### config.mk
export PLATFORM = sky130hd
export DESIGN_NAME = costas_lock_ctrl
export DESIGN_NICKNAME = d
export VERILOG_FILES = /design/src/rtl/costas_ctrl_pkg.sv /design/src/rtl/pd_abs_accum.sv /design/src/rtl/costas_lock_ctrl.sv
export SDC_FILE = /design/constraint.sdc
export NUM_CORES = 1
export LEC_CHECK = 0
export BUFFER_PORTS_ARGS = -buffer_cell sky130_fd_sc_hd__clkbuf_2
export CORE_ASPECT_RATIO = 1.75
export CORE_MARGIN = 2
export CORE_UTILIZATION = 45
export DETAILED_ROUTE_END_ITERATION = 16
export PLACE_DENSITY = 0.68
export SYNTH_ARGS = -nofsm -noshare
export SYNTH_HDL_FRONTEND = slang
export SYNTH_HIERARCHICAL = 1
export SYNTH_SLANG_ARGS = --single-unit
### constraint.sdc
create_clock -name clk -period 3.9 [get_ports clk]
set_clock_uncertainty 0.05 [all_clocks]
set_input_delay 0.585 -clock clk [delete_from_list [all_inputs] [get_ports clk]]
set_output_delay 0.585 -clock clk [all_outputs]
set_load 0.01 [all_outputs]
### src/rtl/costas_ctrl_pkg.sv
// Shared types and constants for the Costas loop lock controller.
package costas_ctrl_pkg;

    localparam int unsigned NCO_W = 30;

    typedef enum logic [1:0] {
        ST_IDLE  = 2'd0,
        ST_ACQ   = 2'd1,
        ST_SWEEP = 2'd2,
        ST_TRACK = 2'd3
    } state_e;

    localparam logic [1:0] GAIN_ACQ   = 2'b00;
    localparam logic [1:0] GAIN_TRACK = 2'b01;

    // One sweep step; anything past +limit folds back to -limit.
    function automatic logic signed [NCO_W-1:0] sweep_wrap(
        input logic signed [NCO_W-1:0] cur,
        input logic signed [NCO_W-1:0] step,
        input logic signed [NCO_W-1:0] limit
    );
        logic signed [NCO_W:0] sum;
        sum = (NCO_W+1)'(cur) + (NCO_W+1)'(step);
        if (sum > (NCO_W+1)'(limit)) begin
            sweep_wrap = -limit;
        end else begin
            sweep_wrap = NCO_W'(sum);
        end
    endfunction

endpackage

### src/rtl/pd_abs_accum.sv
// Windowed |pd| accumulator producing the lock metric and a window-done strobe.
module pd_abs_accum #(
    parameter int unsigned DW       = 26,
    parameter int unsigned WIN_LOG2 = 10
) (
    input  logic                       clk,
    input  logic                       rst_n,
    input  logic                       clr_i,
    input  logic                       pd_valid_i,
    input  logic signed [DW-1:0]       pd_i,
    output logic [DW+WIN_LOG2-1:0]     metric_o,
    output logic                       win_done_o
);

    localparam int unsigned MW = DW + WIN_LOG2;
    localparam logic [DW-1:0] PD_MIN = {1'b1, {(DW-1){1'b0}}};

    logic [DW-2:0]       abs_c;
    logic [MW-1:0]       sum_c;
    logic [MW-1:0]       acc_q,    acc_d;
    logic [MW-1:0]       metric_q, metric_d;
    logic [WIN_LOG2-1:0] cnt_q,    cnt_d;
    logic                done_q,   done_d;

    // Magnitude with the most-negative code saturated to the largest positive value.
    always_comb begin
        abs_c = pd_i[DW-2:0];
        if (pd_i == PD_MIN) begin
            abs_c = {(DW-1){1'b1}};
        end else if (pd_i[DW-1]) begin
            abs_c = (DW-1)'(-pd_i);
        end
    end

    assign sum_c = acc_q + MW'(abs_c);

    // Window bookkeeping: last sample loads the metric and restarts the sum.
    always_comb begin
        acc_d    = acc_q;
        metric_d = metric_q;
        cnt_d    = cnt_q;
        done_d   = 1'b0;
        if (clr_i) begin
            acc_d = '0;
            cnt_d = '0;
        end else if (pd_valid_i) begin
            cnt_d = cnt_q + WIN_LOG2'(1);
            if (&cnt_q) begin
                metric_d = sum_c;
                acc_d    = '0;
                done_d   = 1'b1;
            end else begin
                acc_d = sum_c;
            end
        end
    end

    // State registers.
    always_ff @(posedge clk or negedge rst_n) begin
        if (!rst_n) begin
            acc_q    <= '0;
            metric_q <= '0;
            cnt_q    <= '0;
            done_q   <= 1'b0;
        end else begin
            acc_q    <= acc_d;
            metric_q <= metric_d;
            cnt_q    <= cnt_d;
            done_q   <= done_d;
        end
    end

    assign metric_o   = metric_q;
    assign win_done_o = done_q;

endmodule

### src/rtl/costas_lock_ctrl.sv
// Costas loop lock controller: acquisition / tracking FSM with optional
// NCO frequency sweep, enabled by defining COSTAS_SWEEP_EN.
module costas_lock_ctrl
    import costas_ctrl_pkg::*;
#(
    parameter int unsigned              DW          = 26,
    parameter int unsigned              WIN_LOG2    = 10,
    parameter int unsigned              LOCK_CNT    = 4,
    parameter int unsigned              UNLOCK_CNT  = 2,
    parameter int unsigned              ACQ_WIN     = 16,
    parameter logic signed [NCO_W-1:0]  SWEEP_STEP  = 30'sd13422,
    parameter logic signed [NCO_W-1:0]  SWEEP_LIMIT = 30'sd268440
) (
    input  logic                        clk,
    input  logic                        rst_n,
    input  logic                        enable,
    input  logic                        pd_valid,
    input  logic signed [DW-1:0]        pd,
    input  logic [DW+WIN_LOG2-1:0]      lock_thr,
    input  logic [DW+WIN_LOG2-1:0]      unlock_thr,
    output logic [1:0]                  gain_sel,
    output logic                        integ_clr,
    output logic signed [NCO_W-1:0]     freq_offset,
    output logic                        locked,
    output logic [DW+WIN_LOG2-1:0]      metric
);

    localparam int unsigned MW = DW + WIN_LOG2;
    localparam int unsigned GW = $clog2(LOCK_CNT + 1);
    localparam int unsigned BW = $clog2(UNLOCK_CNT + 1);

    state_e         state_q, state_d;
    logic [1:0]     gain_q,   gain_d;
    logic           locked_q, locked_d;
    logic           clr_q,    clr_d;
    logic [GW-1:0]  good_q,   good_d;
    logic [BW-1:0]  bad_q,    bad_d;
    logic [MW-1:0]  metric_c;
    logic           win_done_c;
`ifdef COSTAS_SWEEP_EN
    localparam int unsigned AW = $clog2(ACQ_WIN + 1);
    logic [AW-1:0]              acq_q,  acq_d;
    logic signed [NCO_W-1:0]    freq_q, freq_d;
`endif

    pd_abs_accum #(
        .DW       (DW),
        .WIN_LOG2 (WIN_LOG2)
    ) u_accum (
        .clk        (clk),
        .rst_n      (rst_n),
        .clr_i      (state_q == ST_IDLE),
        .pd_valid_i (pd_valid),
        .pd_i       (pd),
        .metric_o   (metric_c),
        .win_done_o (win_done_c)
    );

    // Next-state and registered-output decode.
    always_comb begin
        state_d  = state_q;
        gain_d   = gain_q;
        locked_d = locked_q;
        clr_d    = 1'b0;
        good_d   = good_q;
        bad_d    = bad_q;
`ifdef COSTAS_SWEEP_EN
        acq_d    = acq_q;
        freq_d   = freq_q;
`endif
        if (!enable) begin
            state_d  = ST_IDLE;
            gain_d   = GAIN_ACQ;
            locked_d = 1'b0;
            good_d   = '0;
            bad_d    = '0;
`ifdef COSTAS_SWEEP_EN
            acq_d    = '0;
            freq_d   = '0;
`endif
        end else begin
            case (state_q)
                ST_IDLE: begin
                    state_d  = ST_ACQ;
                    gain_d   = GAIN_ACQ;
                    locked_d = 1'b0;
                    clr_d    = 1'b1;
                end
                ST_ACQ: begin
                    if (win_done_c) begin
                        good_d = (metric_c < lock_thr) ? good_q + GW'(1) : '0;
                        if (good_d == GW'(LOCK_CNT)) begin
                            state_d  = ST_TRACK;
                            gain_d   = GAIN_TRACK;
                            locked_d = 1'b1;
                            good_d   = '0;
                            bad_d    = '0;
`ifdef COSTAS_SWEEP_EN
                            acq_d    = '0;
                        end else begin
                            acq_d = acq_q + AW'(1);
                            if (acq_d == AW'(ACQ_WIN)) begin
                                state_d = ST_SWEEP;
                            end
`endif
                        end
                    end
                end
`ifdef COSTAS_SWEEP_EN
                ST_SWEEP: begin
                    freq_d  = sweep_wrap(freq_q, SWEEP_STEP, SWEEP_LIMIT);
                    clr_d   = 1'b1;
                    good_d  = '0;
                    bad_d   = '0;
                    acq_d   = '0;
                    state_d = ST_ACQ;
                end
`endif
                ST_TRACK: begin
                    if (win_done_c) begin
                        bad_d = (metric_c >= unlock_thr) ? bad_q + BW'(1) : '0;
                        if (bad_d == BW'(UNLOCK_CNT)) begin
                            state_d  = ST_ACQ;
                            gain_d   = GAIN_ACQ;
                            locked_d = 1'b0;
                            clr_d    = 1'b1;
                            good_d   = '0;
                            bad_d    = '0;
`ifdef COSTAS_SWEEP_EN
                            acq_d    = '0;
`endif
                        end
                    end
                end
                default: begin
                    state_d = ST_IDLE;
                end
            endcase
        end
    end

    // State and output registers.
    always_ff @(posedge clk or negedge rst_n) begin
        if (!rst_n) begin
            state_q  <= ST_IDLE;
            gain_q   <= GAIN_ACQ;
            locked_q <= 1'b0;
            clr_q    <= 1'b0;
            good_q   <= '0;
            bad_q    <= '0;
`ifdef COSTAS_SWEEP_EN
            acq_q    <= '0;
            freq_q   <= '0;
`endif
        end else begin
            state_q  <= state_d;
            gain_q   <= gain_d;
            locked_q <= locked_d;
            clr_q    <= clr_d;
            good_q   <= good_d;
            bad_q    <= bad_d;
`ifdef COSTAS_SWEEP_EN
            acq_q    <= acq_d;
            freq_q   <= freq_d;
`endif
        end
    end

    assign gain_sel  = gain_q;
    assign locked    = locked_q;
    assign integ_clr = clr_q;
    assign metric    = metric_c;
`ifdef COSTAS_SWEEP_EN
    assign freq_offset = freq_q;
`else
    assign freq_offset = '0;
`endif

endmodule

Word level (Yosys, flattened, before mapping). Cells that the tools add are included.

Input bits: 102. Register bits after elaboration: 94. Word-level logic and storage cells: 83. Output and inout port bits: 70.

Reduce and logical (&&, ||, !) cells: 8. Bitwise logic cells: 1. Muxes and demuxes: 46. Add/subtract/negate cells: 5. Order comparisons: 2. Equality and inequality tests: 11.

Operators by type and width (count): 36-bit 2-to-1 mux (3); 25-bit 2-to-1 mux (2); 36-bit by 25-bit adder with 36-bit output (1); 36-bit >= comparator (1); 36-bit < comparator (1); 2-bit 2-to-1 mux (16); 26-bit == test, second input constant (1); 25-bit negation (1); 10-bit 2-to-1 mux (2); 3-bit 2-to-1 mux (6); 2-bit one-hot mux with 3 select lines (2); 12-bit AND reduction (1); 4-bit AND reduction (3); 1-bit 2-to-1 mux (11); 10-bit by 1-bit adder with 10-bit output, second input constant (1); 10-bit AND reduction (1); 3-bit by 2-bit != test with 1-bit output, second input constant (2); 3-bit != test, second input constant (2); 3-bit one-hot mux with 2 select lines (1); 5-bit AND reduction (1); 2-bit == test, second input constant (2); 4-bit by 1-bit != test with 1-bit output, second input constant (1); 2-bit one-hot mux with 2 select lines (1); 3-bit by 1-bit adder with 3-bit output, second input constant (1); 9 further kinds (9).

Logic depth before layout (Yosys ltp).
Depth in word-level cells: 7. Mapped depth: 18. Mapped depth without buffers: 15.

Cells and area by module. Netlist, hierarchy kept.

By module, submodules not included: pd_abs_accum (area each 5519.0 um^2, instances 1, cells an instance 643, sequential area each 2077.0 um^2); costas_lock_ctrl (area each 2797.7 um^2, instances 1, cells an instance 365, sequential area each 225.2 um^2).

Worst setup path before layout. Ideal clock, no wire load.

Kind: input to register. Start: in pd[14]. End: reg u_accum.acc_q[24]. Stages on the path: 14. Slack: -0.345 ns. Buffers on the path: 1. Setup time: 0.122 ns. Required time: 3.728 ns. Data arrival time: 4.073 ns. Path through: or4_4 -> or3_4 -> nor4_1 -> nand4b_1 -> clkbuf_1 -> nand2_1 -> ha_1 -> a21o_1 -> a221oi_2 -> o31ai_4 -> a21oi_2 -> nor3_1 -> or3_1 -> a32o_1.

Cells in the longest elaborated chain, start to end: 7. Elaborated cells on any way between the ends: 8. Classes of those cells: add/sub: 2; eq/ne: 1; mux: 5.

Ends and longest elaborated chain: from (decl) (RTL line costas_lock_ctrl.sv:18) `input logic signed [DW-1:0] pd,`; 25-bit negation (RTL line pd_abs_accum.sv:31) `abs_c = (DW-1)'(-pd_i);`; 25-bit 2-to-1 mux (RTL line pd_abs_accum.sv:30) `end else if (pd_i[DW-1]) begin`; 25-bit 2-to-1 mux (*) (RTL line pd_abs_accum.sv:28) `if (pd_i == PD_MIN) begin`; 36-bit by 25-bit adder with 36-bit output (*) (RTL line pd_abs_accum.sv:35) `assign sum_c = acc_q + MW'(abs_c);`; 36-bit 2-to-1 mux (*) (RTL line pd_abs_accum.sv:48) `if (&cnt_q) begin`; 36-bit 2-to-1 mux (*) (RTL line pd_abs_accum.sv:46) `end else if (pd_valid_i) begin`; 36-bit 2-to-1 mux (*) (RTL line pd_abs_accum.sv:43) `if (clr_i) begin`; to (signal assigned) (RTL line pd_abs_accum.sv:61) `acc_q <= '0;`; to (signal assigned) (RTL line pd_abs_accum.sv:66) `acc_q <= acc_d;`; to (decl) (RTL line pd_abs_accum.sv:20) `logic [MW-1:0] acc_q, acc_d;`.

Every way passes the cells marked *; elsewhere a longest branch is shown, timed or not. The select of a mux whose other input is x is not followed. A chain may end at the register's enable or synchronous reset.

Worst setup path in the final report.
Start: in pd[11]. End: reg u_accum.acc_q[29].

Same word-level chain as after synthesis.

==> metrics.csv <==
metric;value;unit
synthCells;1008;
slew-limit-headroom;28.27;%
nFillCells;1583;
vias;8261;
antenna_found_initial;0;
grt_pass1_wl;37210;um
cts_inserted_buffers;9;
p_per_area;492.2;nW/um^2
ys_seq_elements;92;
drv_slew;0;
fin_nets;1468;
clockRootBuffer;clkbuf_16;
postSynthAreaPerCell;8.251;sq um
wl_per_cell;15.99;um
period_minus_slack;3.978;ns
grt_start_max_net_pins;75;
p_leak;5.727;nW
cts.clk_slew.worst_paths;0.08;ns
drc_errors;0;
grtUsageTotal;23.66;%
ir_drop;0.0002703;V
synthesis.area;8317;sq um
drt_iter0_drc;436;
fp.coreArea;18050;sq um
num_rows;65;
critPathLaunchType;input port;
antennaDiodeCount;0;
worstPathArrival;4.16;ns
dp.cells;1464;
routed_via_density;5.518;
p_switching;2.188;mW
cp.required;4.08;ns
grt_remaining_overflow;0;
p_int;3.217;mW
clkSinkCount;92;
ys_types;76;
combPwrFrac;57.6;%
pin_count;172;
dieArea;19630;sq um
rsz0062_at_grt;yes;
cp_slowest_cell;or4_4;
design_area;10980;sq um
synth_commonest_cells;138 x nand2_1, 107 x ha_1, 92 x dfrtp_1;
fmax;0.2514;GHz
synth_top_area_share;27.68;%
yosysMostFrequentCell;nand2_1;
cts.path.max_buffers;2;
worstSetupPathType;in -> reg;
drive_above_1_share;30.96;%
cp_num_buf_inv;6;
max_stage_delay;0.53;ns
crit_chain;buf_6 -> or4_4 -> or3_4 -> nor4_4 -> nand4b_1 -> buf_4 -> buf_6 -> nand2_4 -> ha_4 -> a21o_1 -> o21bai_4 -> o211ai_1 -> buf_4 -> o211ai_4 -> a21oi_4 -> buf_6 -> buf_6 -> nor3_1 -> o22a_1;
die_h;183.8;um
sw_frac_of_total;40.48;%
hpwl;18070;um
worstHoldPathType;in -> async;
outcome;finished, violations left;
tightest_slew;1.076;ns
max_cap_viol_count;0;
area_growth;32.01;%
finalHoldViolCount;0;
wirelength;23940;um
ff2ff_setup_slack;1.14;ns
p_clk_share;19.3;%
crit_top_cell;buf_6;
clk_latency;0.35;ns
postRouteAntennaNets;0;
ys_warn_count;6;
setup_ws;-0.07840;ns
dr.pass1.iters;5;
grt_pass1_vias;7883;
fin_cells;1497;
violations;negative setup slack;
fp.dieW;106.8;um
crit_family;simple AND/OR/NAND/NOR gates;
gp_congestion;0.9284;
place_area;10060;sq um
h-tree-depth;3;
fin_crit_sh;102.0;%
power;5.404;mW
synth-edff-count;0;
ys_top_cells_by_area;dfrtp_1 28%, ha_1 16%, nand2_1 6.2%, inv_1 3.9%, a21oi_1 3.4%;
synth_top_area_cell;dfrtp_1;
synthFlopType;dfrtp_1;
setup_viol;15;
crit_fanout;5;
io_buffers;140;
async_flop_share;100.0;%
yosysSeqAreaShare;27.68;%
cts_tree;yes;
initial_core_util;46.06;%
seq_power_share;23.1;%
setup.worst_path.end_class;flip-flop;
cts_hold_buffers;0;
worst paths after layout:
kind,depth (start not counted),endpoint,from
worst max-delay path,19,u_accum/acc_q[29],pd[11]
worst min-delay path,1,u_accum/acc_q[12],rst_n
worst max register to register,9,u_accum/metric_o[24],u_accum/acc_q[0]
worst min register to register,2,u_accum/acc_q[14],u_accum/acc_q[14]
max in group asynchronous,2,u_accum/metric_o[27],rst_n
min in group clk,2,u_accum/acc_q[14],u_accum/acc_q[14]
power groups by stage:
| stage | sequential [mW] | combinational (mW) | clock, mW |
|---|---|---|---|
| global route | 1.27 | 3.36 | 1.10 |
| CTS | 1.24 | 2.64 | 1.06 |
| finish | 1.25 | 3.11 | 1.04 |
| floorplan | 1.21 | 1.63 | 0 |
| detailed placement | 1.25 | 2.57 | 0 |
| global placement | 1.24 | 2.54 | 0 |
sequential cells by signal, summed over array words and instances (netlist names):
name                cells
state_q                 2
u_accum/metric_o       36
bad_q                   2
u_accum/win_done_o      1
u_accum/cnt_q          10
u_accum/acc_q          36
good_q                  3
integ_clr               1
gain_sel                1
routing by layer:
metal	part of all wire, %	wire length [um]	global-route usage, %
met5	0	0	0
met4	3.9	927	11.69
met3	3.9	933	2.056
met2	53	12610	42.37
met1	40	9471	28.00
kinds of logic after synthesis:
| kind of cell | after synthesis | share of synthesized area (%) |
|---|---|---|
| DFF | 92 | 27.68 |
| muxes | 13 | 1.640 |
| AOI/OAI and AO/OA | 241 | 20.02 |
| and+or+nand+nor | 350 | 20.40 |
| other | 1 | 0.04509 |
| xor gates and xnor gates | 51 | 5.371 |
| buffers and inverters | 152 | 8.500 |
| adders and majority gates | 108 | 16.34 |
layout make-up:
cell class / count / area [sq um] / share of cell area, %
multi-input combinational: 794 / 5938 / 54.09
tap: 234 / 292.8 / 2.667
sequential: 92 / 2302 / 20.97
clock inverter: 6 / 116.4 / 1.060
inverter: 87 / 326.6 / 2.974
timing repair buffer: 274 / 1764 / 16.07
clock buffer: 10 / 239.0 / 2.177
repair_timing:
item                                    4_1_cts  5_1_grt
gates cloned                                  0        4
endpoints found under the setup margin       19       48
gates resized for setup                      11       88
setup buffers                                 0       13
pin swaps                                     3       28
stage by stage:
step | TNS [ns] | setup WS, ns | utilization, % | hold WS [ns]
floorplan | -1.470 | -0.1187 | - | 0.2394
global placement | -12.49 | -0.3729 | 55.73 | 0.4351
detailed placement | -15.36 | -0.4338 | 55.73 | 0.4351
CTS | -0.01465 | -0.01117 | 58.06 | 0.3750
global route | -3.169 | -0.1928 | 60.81 | 0.3977
finish | -0.5730 | -0.07840 | 60.81 | 0.3106
placed cells by master, fill, tap and decap left out, drive strengths merged, types with 5 or more instances in the layout:
cell type,count
clkbuf,148
nand2,138
buf,136
ha,107
dfrtp,92
inv,89
a21oi,60
o21ai,58
nor2,55
nand3,38
xor2,31
conb,31
nand4,29
xnor2,20
nor3,20
a22o,19
a21o,17
or3,17
o21a,11
o31ai,11
nand2b,10
o211ai,10
or4,10
a31oi,9
mux2i,8
a211oi,8
and2,7
nor4,7
nor2b,5
mux2,5
o41ai,5
Note: power is estimated with default switching activity, not from simulation.
